--- config.mk ---
export PLATFORM = sky130hd
export DESIGN_NAME = rpn_ctrl_flat
export DESIGN_NICKNAME = d
export VERILOG_FILES = /design/src/rtl/rpn_pkg.sv /design/src/rtl/rpn_if.sv /design/src/rtl/rpn_alu.sv /design/src/rtl/rpn_ctrl.sv /design/src/flat_wrapper.sv
export SDC_FILE = /design/constraint.sdc
export NUM_CORES = 1
export LEC_CHECK = 0
export CORE_MARGIN = 8
export CORE_UTILIZATION = 45
export CTS_BUF_LIST = sky130_fd_sc_hd__clkbuf_4 sky130_fd_sc_hd__clkbuf_8
export DETAILED_ROUTE_END_ITERATION = 16
export PLACE_DENSITY = 0.72
export SKIP_CTS_REPAIR_TIMING = 1
export SLEW_MARGIN = 10
export SYNTH_ARGS = -nofsm -noshare
export SYNTH_HDL_FRONTEND = slang
export SYNTH_SLANG_ARGS = --single-unit
--- constraint.sdc ---
create_clock -name clk -period 4.8 [get_ports clk]
set_input_delay 0.48 -clock clk [delete_from_list [all_inputs] [get_ports clk]]
set_output_delay 0.48 -clock clk [all_outputs]
set_load 0.01 [all_outputs]
--- src/rtl/rpn_pkg.sv ---
// Shared encodings for the RPN expression controller: stack commands, opcodes, FSM states.
// Optional multiply support is enabled by defining RPN_MUL_EN.
package rpn_pkg;

  typedef enum logic [1:0] {
    CMD_NOP   = 2'b00,
    CMD_CLEAR = 2'b01,
    CMD_PUSH  = 2'b10,
    CMD_POP   = 2'b11
  } stk_cmd_t;

  localparam logic [2:0] OP_ADD = 3'b000;
  localparam logic [2:0] OP_SUB = 3'b001;
  localparam logic [2:0] OP_AND = 3'b010;
  localparam logic [2:0] OP_EQ  = 3'b011;
  localparam logic [2:0] OP_CLR = 3'b100;
  localparam logic [2:0] OP_MUL = 3'b101;

  typedef enum logic [3:0] {
    S_INIT, S_IDLE, S_PUSH, S_POP_B, S_WAIT_B, S_POP_A,
    S_WAIT_A, S_PUSH_R, S_POP_R, S_WAIT_R, S_CLR, S_ERR
  } state_t;

  // Opcodes that pop two operands and push one result.
  function automatic logic is_binop(input logic [2:0] op);
    is_binop = (op == OP_ADD) || (op == OP_SUB) || (op == OP_AND)
`ifdef RPN_MUL_EN
               || (op == OP_MUL)
`endif
               ;
  endfunction

endpackage

--- src/rtl/rpn_if.sv ---
// Token, stack-command and result signals of the RPN controller bundled in one interface.
// Handshake: a token transfers on a rising edge where tok_valid && tok_ready; tok_* must stay stable while tok_valid waits.
interface rpn_if #(parameter int W = 8);
  logic         tok_valid;
  logic         tok_ready;
  logic         tok_is_op;
  logic [W-1:0] tok_data;
  logic [1:0]   stk_cmd;
  logic [W-1:0] stk_data_in;
  logic [W-1:0] stk_data_out;
  logic         stk_full;
  logic         stk_empty;
  logic         stk_error;
  logic         res_valid;
  logic [W-1:0] res_data;
  logic         err;

  modport master (
    input  tok_valid, tok_is_op, tok_data, stk_data_out, stk_full, stk_empty, stk_error,
    output tok_ready, stk_cmd, stk_data_in, res_valid, res_data, err
  );

  modport slave (
    output tok_valid, tok_is_op, tok_data, stk_data_out, stk_full, stk_empty, stk_error,
    input  tok_ready, stk_cmd, stk_data_in, res_valid, res_data, err
  );
endinterface

--- src/rtl/rpn_alu.sv ---
// Combinational W-bit datapath for the binary RPN operators; a is the deeper operand, b the former top.
// The MUL path exists only when RPN_MUL_EN is defined.
module rpn_alu
  import rpn_pkg::*;
#(
  parameter int W = 8
) (
  input  logic [W-1:0] a,
  input  logic [W-1:0] b,
  input  logic [2:0]   op,
  output logic [W-1:0] r
);

  always_comb begin
    r = '0;
    case (op)
      OP_ADD:  r = a + b;
      OP_SUB:  r = a - b;
      OP_AND:  r = a & b;
`ifdef RPN_MUL_EN
      OP_MUL:  r = a * b;
`endif
      default: r = '0;
    endcase
  end

endmodule

--- src/rtl/rpn_ctrl.sv ---
// RPN expression controller: turns operand/operator tokens into stack command sequences.
// Define RPN_MUL_EN to accept opcode 101 as multiply.
module rpn_ctrl
  import rpn_pkg::*;
#(
  parameter int W = 8
) (
  input  logic   clk,
  input  logic   rst_n,
  rpn_if.master  bus,
  output state_t dbg_state
);

  state_t       state;
  logic [2:0]   op_q;
  logic [W-1:0] b_q;
  logic [W-1:0] alu_r;
  logic         accept;

  assign bus.tok_ready = (state == S_IDLE);
  assign accept        = bus.tok_valid && bus.tok_ready;
  assign dbg_state     = state;

  // a comes straight from the stack output during WAIT_A, when it holds the second pop.
  rpn_alu #(.W(W)) u_alu (
    .a  (bus.stk_data_out),
    .b  (b_q),
    .op (op_q),
    .r  (alu_r)
  );

  // INIT is gated by rst_n so no clear is issued while reset is still held.
  always_comb begin
    bus.stk_cmd = CMD_NOP;
    case (state)
      S_INIT:                    bus.stk_cmd = rst_n ? CMD_CLEAR : CMD_NOP;
      S_PUSH:                    if (!bus.stk_full) bus.stk_cmd = CMD_PUSH;
      S_PUSH_R:                  bus.stk_cmd = CMD_PUSH;
      S_POP_B, S_POP_A, S_POP_R: if (!bus.stk_empty) bus.stk_cmd = CMD_POP;
      S_CLR, S_ERR:              bus.stk_cmd = CMD_CLEAR;
      default:                   bus.stk_cmd = CMD_NOP;
    endcase
  end

  always_ff @(posedge clk or negedge rst_n) begin
    if (!rst_n) begin
      state           <= S_INIT;
      op_q            <= '0;
      b_q             <= '0;
      bus.stk_data_in <= '0;
      bus.res_valid   <= 1'b0;
      bus.res_data    <= '0;
      bus.err         <= 1'b0;
    end else begin
      bus.res_valid <= 1'b0;
      case (state)
        S_INIT: state <= S_IDLE;
        S_IDLE: begin
          if (accept) begin
            if (!bus.tok_is_op) begin
              bus.stk_data_in <= bus.tok_data;
              state           <= S_PUSH;
            end else begin
              op_q <= bus.tok_data[2:0];
              if (is_binop(bus.tok_data[2:0]))     state <= S_POP_B;
              else if (bus.tok_data[2:0] == OP_EQ)  state <= S_POP_R;
              else if (bus.tok_data[2:0] == OP_CLR) state <= S_CLR;
              else                                  state <= S_ERR;
            end
          end
        end
        S_PUSH:   state <= bus.stk_full ? S_ERR : S_IDLE;
        S_POP_B:  state <= bus.stk_empty ? S_ERR : S_WAIT_B;
        S_WAIT_B: begin
          b_q   <= bus.stk_data_out;
          state <= S_POP_A;
        end
        S_POP_A:  state <= bus.stk_empty ? S_ERR : S_WAIT_A;
        S_WAIT_A: begin
          bus.stk_data_in <= alu_r;
          state           <= S_PUSH_R;
        end
        S_PUSH_R: state <= S_IDLE;
        S_POP_R:  state <= bus.stk_empty ? S_ERR : S_WAIT_R;
        S_WAIT_R: begin
          bus.res_data  <= bus.stk_data_out;
          bus.res_valid <= 1'b1;
          state         <= S_IDLE;
        end
        S_CLR: begin
          bus.err <= 1'b0;
          state   <= S_IDLE;
        end
        S_ERR: begin
          bus.err <= 1'b1;
          state   <= S_IDLE;
        end
        default: state <= S_INIT;
      endcase
      // A stack fault anywhere in a command sequence aborts it.
      if (state != S_IDLE && bus.stk_error) state <= S_ERR;
    end
  end

endmodule

--- src/flat_wrapper.sv ---
// flat-port wrapper written by rule: the top's interface ports become plain ports
module rpn_ctrl_flat import rpn_pkg::*;
#(
  parameter int W = 8
)
  (clk, rst_n, dbg_state, bus_tok_valid, bus_tok_is_op, bus_tok_data, bus_stk_data_out, bus_stk_full, bus_stk_empty, bus_stk_error, bus_tok_ready, bus_stk_cmd, bus_stk_data_in, bus_res_valid, bus_res_data, bus_err);
  rpn_if #(.W(W)) bus_i ();
  input  logic clk;
  input  logic rst_n;
  output state_t dbg_state;
  input wire logic [$bits(bus_i.tok_valid)-1:0] bus_tok_valid;
  input wire logic [$bits(bus_i.tok_is_op)-1:0] bus_tok_is_op;
  input wire logic [$bits(bus_i.tok_data)-1:0] bus_tok_data;
  input wire logic [$bits(bus_i.stk_data_out)-1:0] bus_stk_data_out;
  input wire logic [$bits(bus_i.stk_full)-1:0] bus_stk_full;
  input wire logic [$bits(bus_i.stk_empty)-1:0] bus_stk_empty;
  input wire logic [$bits(bus_i.stk_error)-1:0] bus_stk_error;
  output wire logic [$bits(bus_i.tok_ready)-1:0] bus_tok_ready;
  output wire logic [$bits(bus_i.stk_cmd)-1:0] bus_stk_cmd;
  output wire logic [$bits(bus_i.stk_data_in)-1:0] bus_stk_data_in;
  output wire logic [$bits(bus_i.res_valid)-1:0] bus_res_valid;
  output wire logic [$bits(bus_i.res_data)-1:0] bus_res_data;
  output wire logic [$bits(bus_i.err)-1:0] bus_err;
  assign bus_i.tok_valid = bus_tok_valid;
  assign bus_i.tok_is_op = bus_tok_is_op;
  assign bus_i.tok_data = bus_tok_data;
  assign bus_i.stk_data_out = bus_stk_data_out;
  assign bus_i.stk_full = bus_stk_full;
  assign bus_i.stk_empty = bus_stk_empty;
  assign bus_i.stk_error = bus_stk_error;
  assign bus_tok_ready = bus_i.tok_ready;
  assign bus_stk_cmd = bus_i.stk_cmd;
  assign bus_stk_data_in = bus_i.stk_data_in;
  assign bus_res_valid = bus_i.res_valid;
  assign bus_res_data = bus_i.res_data;
  assign bus_err = bus_i.err;
  rpn_ctrl #(.W(W)) u_core (.clk(clk), .rst_n(rst_n), .bus(bus_i), .dbg_state(dbg_state));
endmodule
Yosys cells after proc, flatten, opt, wreduce, memory -nomap -nowiden. Cells that the tools add are included.

Output and inout port bits: 25. Bits in registers: 33. Word-level logic and storage cells: 66.

Equal/unequal tests: 21. Bitwise operators: 1. Add/subtract/negate cells: 2. Reductions and logical operators: 14. Multiplexer cells: 21.

Operators with widths (number): 4-bit 2-to-1 mux (8); 4-bit one-hot mux with 8 select lines (1); 8-bit one-hot mux with 3 select lines (1); 4-bit by 3-bit == test with 1-bit output, second input constant (4); 4-bit == test, second input constant (4); 8-bit 2-to-1 mux (2); 8-bit one-hot mux with 2 select lines (1); 2-bit one-hot mux with 5 select lines (1); 3-bit by 2-bit == test with 1-bit output, second input constant (3); 8-bit adder (1); 8-bit AND (1); 4-bit by 2-bit == test with 1-bit output, second input constant (2); 8-bit subtractor (1); 3-bit by 1-bit == test with 1-bit output, second input constant (2); 3-bit logical NOT (2); 2-bit 2-to-1 mux (3); 3-bit AND reduction (2); 5-bit OR reduction (1); 4-bit by 1-bit == test with 1-bit output, second input constant (1); 4-bit logical NOT (1); 2-bit != test, second input constant (2); 4-bit by 1-bit != test with 1-bit output, second input constant (1); 2-bit nonzero test (2); 3-bit == test, second input constant (1); 7 further kinds (11).

Longest topological paths before layout.
Depth after elaboration: 8. Mapped depth: 11. Depth with buffers taken out: 11.

By module. A second synthesis with hierarchy kept.

Cells, all modules: 211. Area total of the unflattened synthesis: 2250.9 um2.

By module, submodules not included: rpn_ctrl (area each 1676.6 um2, cells each 135, instances 1); rpn_alu (area each 574.3 um2, cells each 76, instances 1).

Worst setup path after synthesis. Ideal clock, no wire load.

Path type: flip-flop to flip-flop. Start: register u_core.op_q[2]. End: register u_core.bus.stk_data_in[6]. Slack: 2.311 ns. Library setup time: 0.074 ns. Data arrival time: 2.415 ns. Cell stages (with the launch flop): 10. Path through: dfrtp_1 nor3b_1 nor2_1 xnor2_1 ha_1 nor2b_4 o31a_1 or4_1 a31o_1 o21ai_2.

Word-level cells in the longest chain between the ends: 3. Elaborated cells on any way between the ends: 5.

Ends and longest elaborated chain: from (decl) (RTL line rpn_ctrl.sv:15) `logic [2:0] op_q;`; from (signal assigned) (RTL line rpn_ctrl.sv:64) `op_q <= bus.tok_data[2:0];`; 3-bit by 2-bit == test with 1-bit output, or another cell as far along (RTL line rpn_alu.sv:16) `case (op)`; 8-bit one-hot mux with 3 select lines * (RTL line rpn_alu.sv:16); 8-bit one-hot mux with 2 select lines * (RTL line rpn_ctrl.sv:56) `case (state)`; to (signal assigned) (RTL line rpn_ctrl.sv:61) `bus.stk_data_in <= bus.tok_data;`; to (signal assigned) (RTL line rpn_ctrl.sv:80) `bus.stk_data_in <= alu_r;`; to (decl) (RTL line rpn_if.sv:20) `output tok_ready, stk_cmd, stk_data_in, res_valid, res_data, err`.

Mark *: on every way between the ends. The rest lies on a longest branch, timed or not. A chain may end at the register's enable or synchronous reset.

Worst setup path after layout.
Start: register u_core.state[2], in the netlist u_core.dbg_state[2]. End: output bus_stk_cmd[1].

Word-level cells in the longest chain between the ends: 3. Elaborated cells on any way between the ends: 11.

Ends and longest elaborated chain: from (decl) (RTL line rpn_ctrl.sv:14) `state_t state;`; from (signal assigned) (RTL line rpn_ctrl.sv:72) `S_PUSH: state <= bus.stk_full ? S_ERR : S_IDLE;`; from (signal assigned) (RTL line rpn_ctrl.sv:73) `S_POP_B: state <= bus.stk_empty ? S_ERR : S_WAIT_B;`; from (signal assigned) (RTL line rpn_ctrl.sv:78) `S_POP_A: state <= bus.stk_empty ? S_ERR : S_WAIT_A;`; 4-bit by 2-bit == test with 1-bit output, or another cell as far along (RTL line rpn_ctrl.sv:35) `case (state)`; 3-bit OR reduction or 2-bit OR reduction (tied branches) (RTL line rpn_ctrl.sv:35); 2-bit one-hot mux with 5 select lines * (RTL line rpn_ctrl.sv:35); to (decl) (RTL line flat_wrapper.sv:19) `output wire logic [$bits(bus_i.stk_cmd)-1:0] bus_stk_cmd;`.

Marked as above.

==> report_table.html <==
<table>
<tr><th>Metric</th><th>Value</th></tr>
<tr><th colspan="2">Drt</th></tr>
<tr><td>Number of iterations in the first detailed-routing pass</td><td>4</td></tr>
<tr><td>Number of DRC markers in iteration 0</td><td>between 80 and 90</td></tr>
<tr><td>Wire length per cell</td><td>15.4 microns</td></tr>
<tr><td>Number of vias per cell after detailed routing</td><td>5.53</td></tr>
<tr><td>DRC Markers</td><td>0</td></tr>
<tr><td>Final antenna-violating net count</td><td>0</td></tr>
<tr><td>Routed vias</td><td>~1900</td></tr>
<tr><td>Post-detailed-routing wire length</td><td>~5.3 mm</td></tr>
<tr><th colspan="2">Synth</th></tr>
<tr><td>Sequential share of the synthesized area</td><td>36.9%</td></tr>
<tr><td>Portion of synthesized cell area occupied by the leading cell type</td><td>36.9%</td></tr>
<tr><td>Post-Syn Area</td><td>roughly 2200 sq um</td></tr>
<tr><td>Async set-reset flop share out of synthesis</td><td>100%</td></tr>
<tr><td>Synthesized area per cell</td><td>9.65 sq um</td></tr>
<tr><td>Number of distinct library cells after synthesis</td><td>about 60</td></tr>
<tr><td>Count leader, synth</td><td>dfrtp_1</td></tr>
<tr><td>Synth Warn #</td><td>0</td></tr>
<tr><td>Area leader, netlist</td><td>dfrtp_1</td></tr>
<tr><td>Flip-flop and latch count after synthesis</td><td>33</td></tr>
<tr><td>Most used flip-flop cell after synthesis</td><td>dfrtp_1</td></tr>
<tr><td>Leading cell types by count after synthesis</td><td>dfrtp_1, mux2_2, nand2_1, o21ai_0, nor2_1</td></tr>
<tr><td>Number of enable flip-flop cells after synthesis</td><td>0</td></tr>
<tr><td>Synthesized instance count</td><td>232</td></tr>
<tr><td>Leading post-synthesis cells by cell area</td><td>dfrtp_1, mux2_2, ha_1</td></tr>
<tr><td>Synthesized netlist net count</td><td>265</td></tr>
<tr><th colspan="2">Power</th></tr>
<tr><td>Peak supply drop</td><td>0.339 mV</td></tr>
<tr><td>Post-layout total power</td><td>roughly 1900 uW</td></tr>
<tr><td>Reported leakage power</td><td>0.00120 uW</td></tr>
<tr><td>Internal power contribution</td><td>between 1000 and 1500 uW</td></tr>
<tr><td>Sequential cell fraction of total power</td><td>about 29%</td></tr>
<tr><td>Net load switching power</td><td>753 uW</td></tr>
<tr><td>Pwr dens</td><td>roughly 650 nW/um^2</td></tr>
<tr><td>Combinational Power Share</td><td>around 60%</td></tr>
<tr><td>Clk network pwr share</td><td>11.0%</td></tr>
<tr><td>Switching fraction of total power</td><td>40.5%</td></tr>
<tr><th colspan="2">Timing</th></tr>
<tr><td>Number of hold violations in the final report</td><td>0</td></tr>
<tr><td>Total negative slack</td><td>0 ns</td></tr>
<tr><td>Max_slew headroom</td><td>33.9%</td></tr>
<tr><td>Layout Skew</td><td>0.00620 ns</td></tr>
<tr><td>Ratio of final minimum period to clock period</td><td>61.0%</td></tr>
<tr><td>Pins over their slew limit</td><td>0</td></tr>
<tr><td>Min Tclk post-route</td><td>2.93 ns</td></tr>
<tr><td>Final Setup Violations</td><td>0</td></tr>
<tr><td>Least-Margin Pin Slew</td><td>0.985 ns</td></tr>
<tr><td>Achievable clock frequency</td><td>342 MHz</td></tr>
<tr><td>Unrepaired setup endpoints after global routing</td><td>no</td></tr>
<tr><th colspan="2">GRT</th></tr>
<tr><td>Total routing resource utilization after global routing</td><td>15.0%</td></tr>
<tr><td>GRT Residual Overflow</td><td>0</td></tr>
<tr><td>Pin count of the biggest net entering global routing</td><td>35</td></tr>
<tr><td>Initial antenna violation count</td><td>0</td></tr>
<tr><td>Number of global-route vias before repair</td><td>between 1500 and 2000</td></tr>
<tr><td>First-pass GRT wire length</td><td>between 9 and 10 mm</td></tr>
<tr><th colspan="2">Clocking</th></tr>
<tr><td>Cell at the root of the clock tree</td><td>clkbuf_8</td></tr>
<tr><td>Worst-path clk slew</td><td>around 0.07 ns</td></tr>
<tr><td>Clock tree from TritonCTS</td><td>done</td></tr>
<tr><td>Sinks on the clock net</td><td>33</td></tr>
<tr><td>Number of H-tree levels</td><td>2</td></tr>
<tr><td>Total clock buffers created by CTS</td><td>5</td></tr>
<tr><td>Maximum clock insertion buffer count</td><td>2</td></tr>
<tr><td>Clock latency reported for the late side of the worst-skew pair</td><td>0.28 ns</td></tr>
<tr><th colspan="2">Placement</th></tr>
<tr><td>RePlAce Congestion</td><td>0.850</td></tr>
<tr><td>Number of buffers inserted by port buffering</td><td>between 40 and 50</td></tr>
<tr><td>Post-detail-place hpwl</td><td>between 4 and 5 mm</td></tr>
<tr><th colspan="2">Worst hold path</th></tr>
<tr><td>Tightest Hold Check Type</td><td>reg2reg</td></tr>
<tr><th colspan="2">Die</th></tr>
<tr><td>Row count</td><td>25</td></tr>
<tr><td>Ports placed on the boundary</td><td>48</td></tr>
<tr><td>Starting density of the core</td><td>about 47%</td></tr>
<tr><td>Vertical die dimension</td><td>86.5 microns</td></tr>
<tr><td>Total die area</td><td>7490 sq um</td></tr>
<tr><td>Die Width</td><td>roughly 87 microns</td></tr>
<tr><td>Placeable core area</td><td>4750 sq um</td></tr>
<tr><th colspan="2">Critical path</th></tr>
<tr><td>Worst-path fanout max</td><td>15</td></tr>
<tr><td>Worst Path Required</td><td>roughly 4.3 ns</td></tr>
<tr><td>Signal arrival time at the worst endpoint</td><td>approximately 2.5 ns</td></tr>
<tr><td>Class of the most critical setup path</td><td>reg2out</td></tr>
<tr><td>Element type at the critical path start</td><td>flip-flop</td></tr>
<tr><td>Critical Path End Type</td><td>primary output</td></tr>
<tr><th colspan="2">Finish</th></tr>
<tr><td>Fraction of final layout cells sized beyond drive strength 1</td><td>between 10% and 20%</td></tr>
<tr><td>Net total in the final layout</td><td>312</td></tr>
<tr><td>Synth-to-layout area growth</td><td>27.0%</td></tr>
<tr><td>Antenna diode instance count</td><td>0</td></tr>
<tr><td>Final cell utilization of the core</td><td>59.8%</td></tr>
<tr><th colspan="2">Status</th></tr>
<tr><td>Status</td><td>completed</td></tr>
<tr><th colspan="2">Flow run</th></tr>
<tr><td>Max Cap Violations</td><td>0</td></tr>
</table>
## cells in the final DEF, fill, tap and decap left out, types with 5 or more instances in the layout
cell              n
clkdlybuf4s50_1  47
dfrtp_1          33
mux2_2           19
nand2_1          18
o21ai_0          16
nor2_1           14
a21oi_1           9
ha_1              9
inv_1             7
nor3_1            7
xnor2_1           6
nand3_1           6
nor2b_1           5
a31oi_1           5
mux2i_1           5
clkbuf_8          5
## cells by family (layout without fill, tap and decap cells)
kind of cell	count (synthesis)	count (layout)	share of synthesized area, %
adders and majority gates	12	12	6.82
DFF	33	33	36.9
xor gates and xnor gates	8	8	3.13
buffers and inverters	20	68	4.08
muxes	24	24	11.8
and+or+nand+nor	74	74	19.0
AOI/OAI and AO/OA	61	61	18.3
## registers in the layout (all words and copies together) (netlist names)
signal and count:
u_core.b_q 8, u_core.bus.res_valid 1, u_core.bus.stk_data_in 8, u_core.op_q 3, u_core.bus.err 1, u_core.bus.res_data 8
u_core.dbg_state 4
## metal layers
metal	wire length [microns]	share of wire, %	up-vias	GRT usage, %
met4	86	1.6	0	5.48
met1	2320	43	913	17.9
met5	0	0	-	0
li1	-	-	948	-
met3	355	6.7	11	4.54
met2	2570	48	48	24.8
## path summary, 6_finish.rpt
path	endpoint	cells past startpoint	slack (ns)	startpoint
setup / recovery	bus_stk_cmd[1]	4	1.87	u_core.dbg_state[2]
hold / removal	u_core.bus.stk_data_in[3]	2	0.49	u_core.bus.stk_data_in[3]
setup reg to reg	u_core.bus.stk_data_in[6]	9	2.07	u_core.op_q[0]
hold reg to reg	u_core.bus.stk_data_in[3]	2	0.49	u_core.bus.stk_data_in[3]
max in group asynchronous	u_core.b_q[0]	2	3.89	rst_n
min in group asynchronous	u_core.bus.stk_data_in[5]	2	0.61	rst_n
## power by group through the flow
stage	clock, uW	combinational, uW	sequential (uW)
floorplan	0	757	536
CTS	213	1120	545
global route	225	1230	570
global placement	0	1100	546
finish	204	1110	545
detailed placement	0	1120	550
## worst max-delay path, cell delays in order, from the launching register on
cell and delay [ns]:
dfrtp_1 0.66, clkinv_1 0.37, maj3_1 0.43, o32ai_1 0.12, clkdlybuf4s50_1 0.58
## final cells by class
class | count | area, sq um
fill | 438 | 1910
multi-input combinational | 179 | 1320
sequential | 33 | 826
timing repair buffer | 49 | 485
tap | 67 | 83.8
clock buffer | 6 | 76.3
inverter | 11 | 41.3
clock inverter | 2 | 10.0
## per-stage QoR
step / setup slack (ns) / cell area [sq um] / hold WS, ns / std cells
4_1_cts: 1.88 / 2850 / 0.497 / 347
2_1_floorplan: 2.31 / 2240 / 0.184 / 232
5_1_grt: 1.70 / 2850 / 0.514 / 347
3_5_place_dp: 1.96 / 2760 / 0.480 / 339
3_3_place_gp: 1.98 / 2760 / 0.467 / 339
6_report: 1.87 / 2850 / 0.490 / 347
Power figures use the tool's default switching activity.
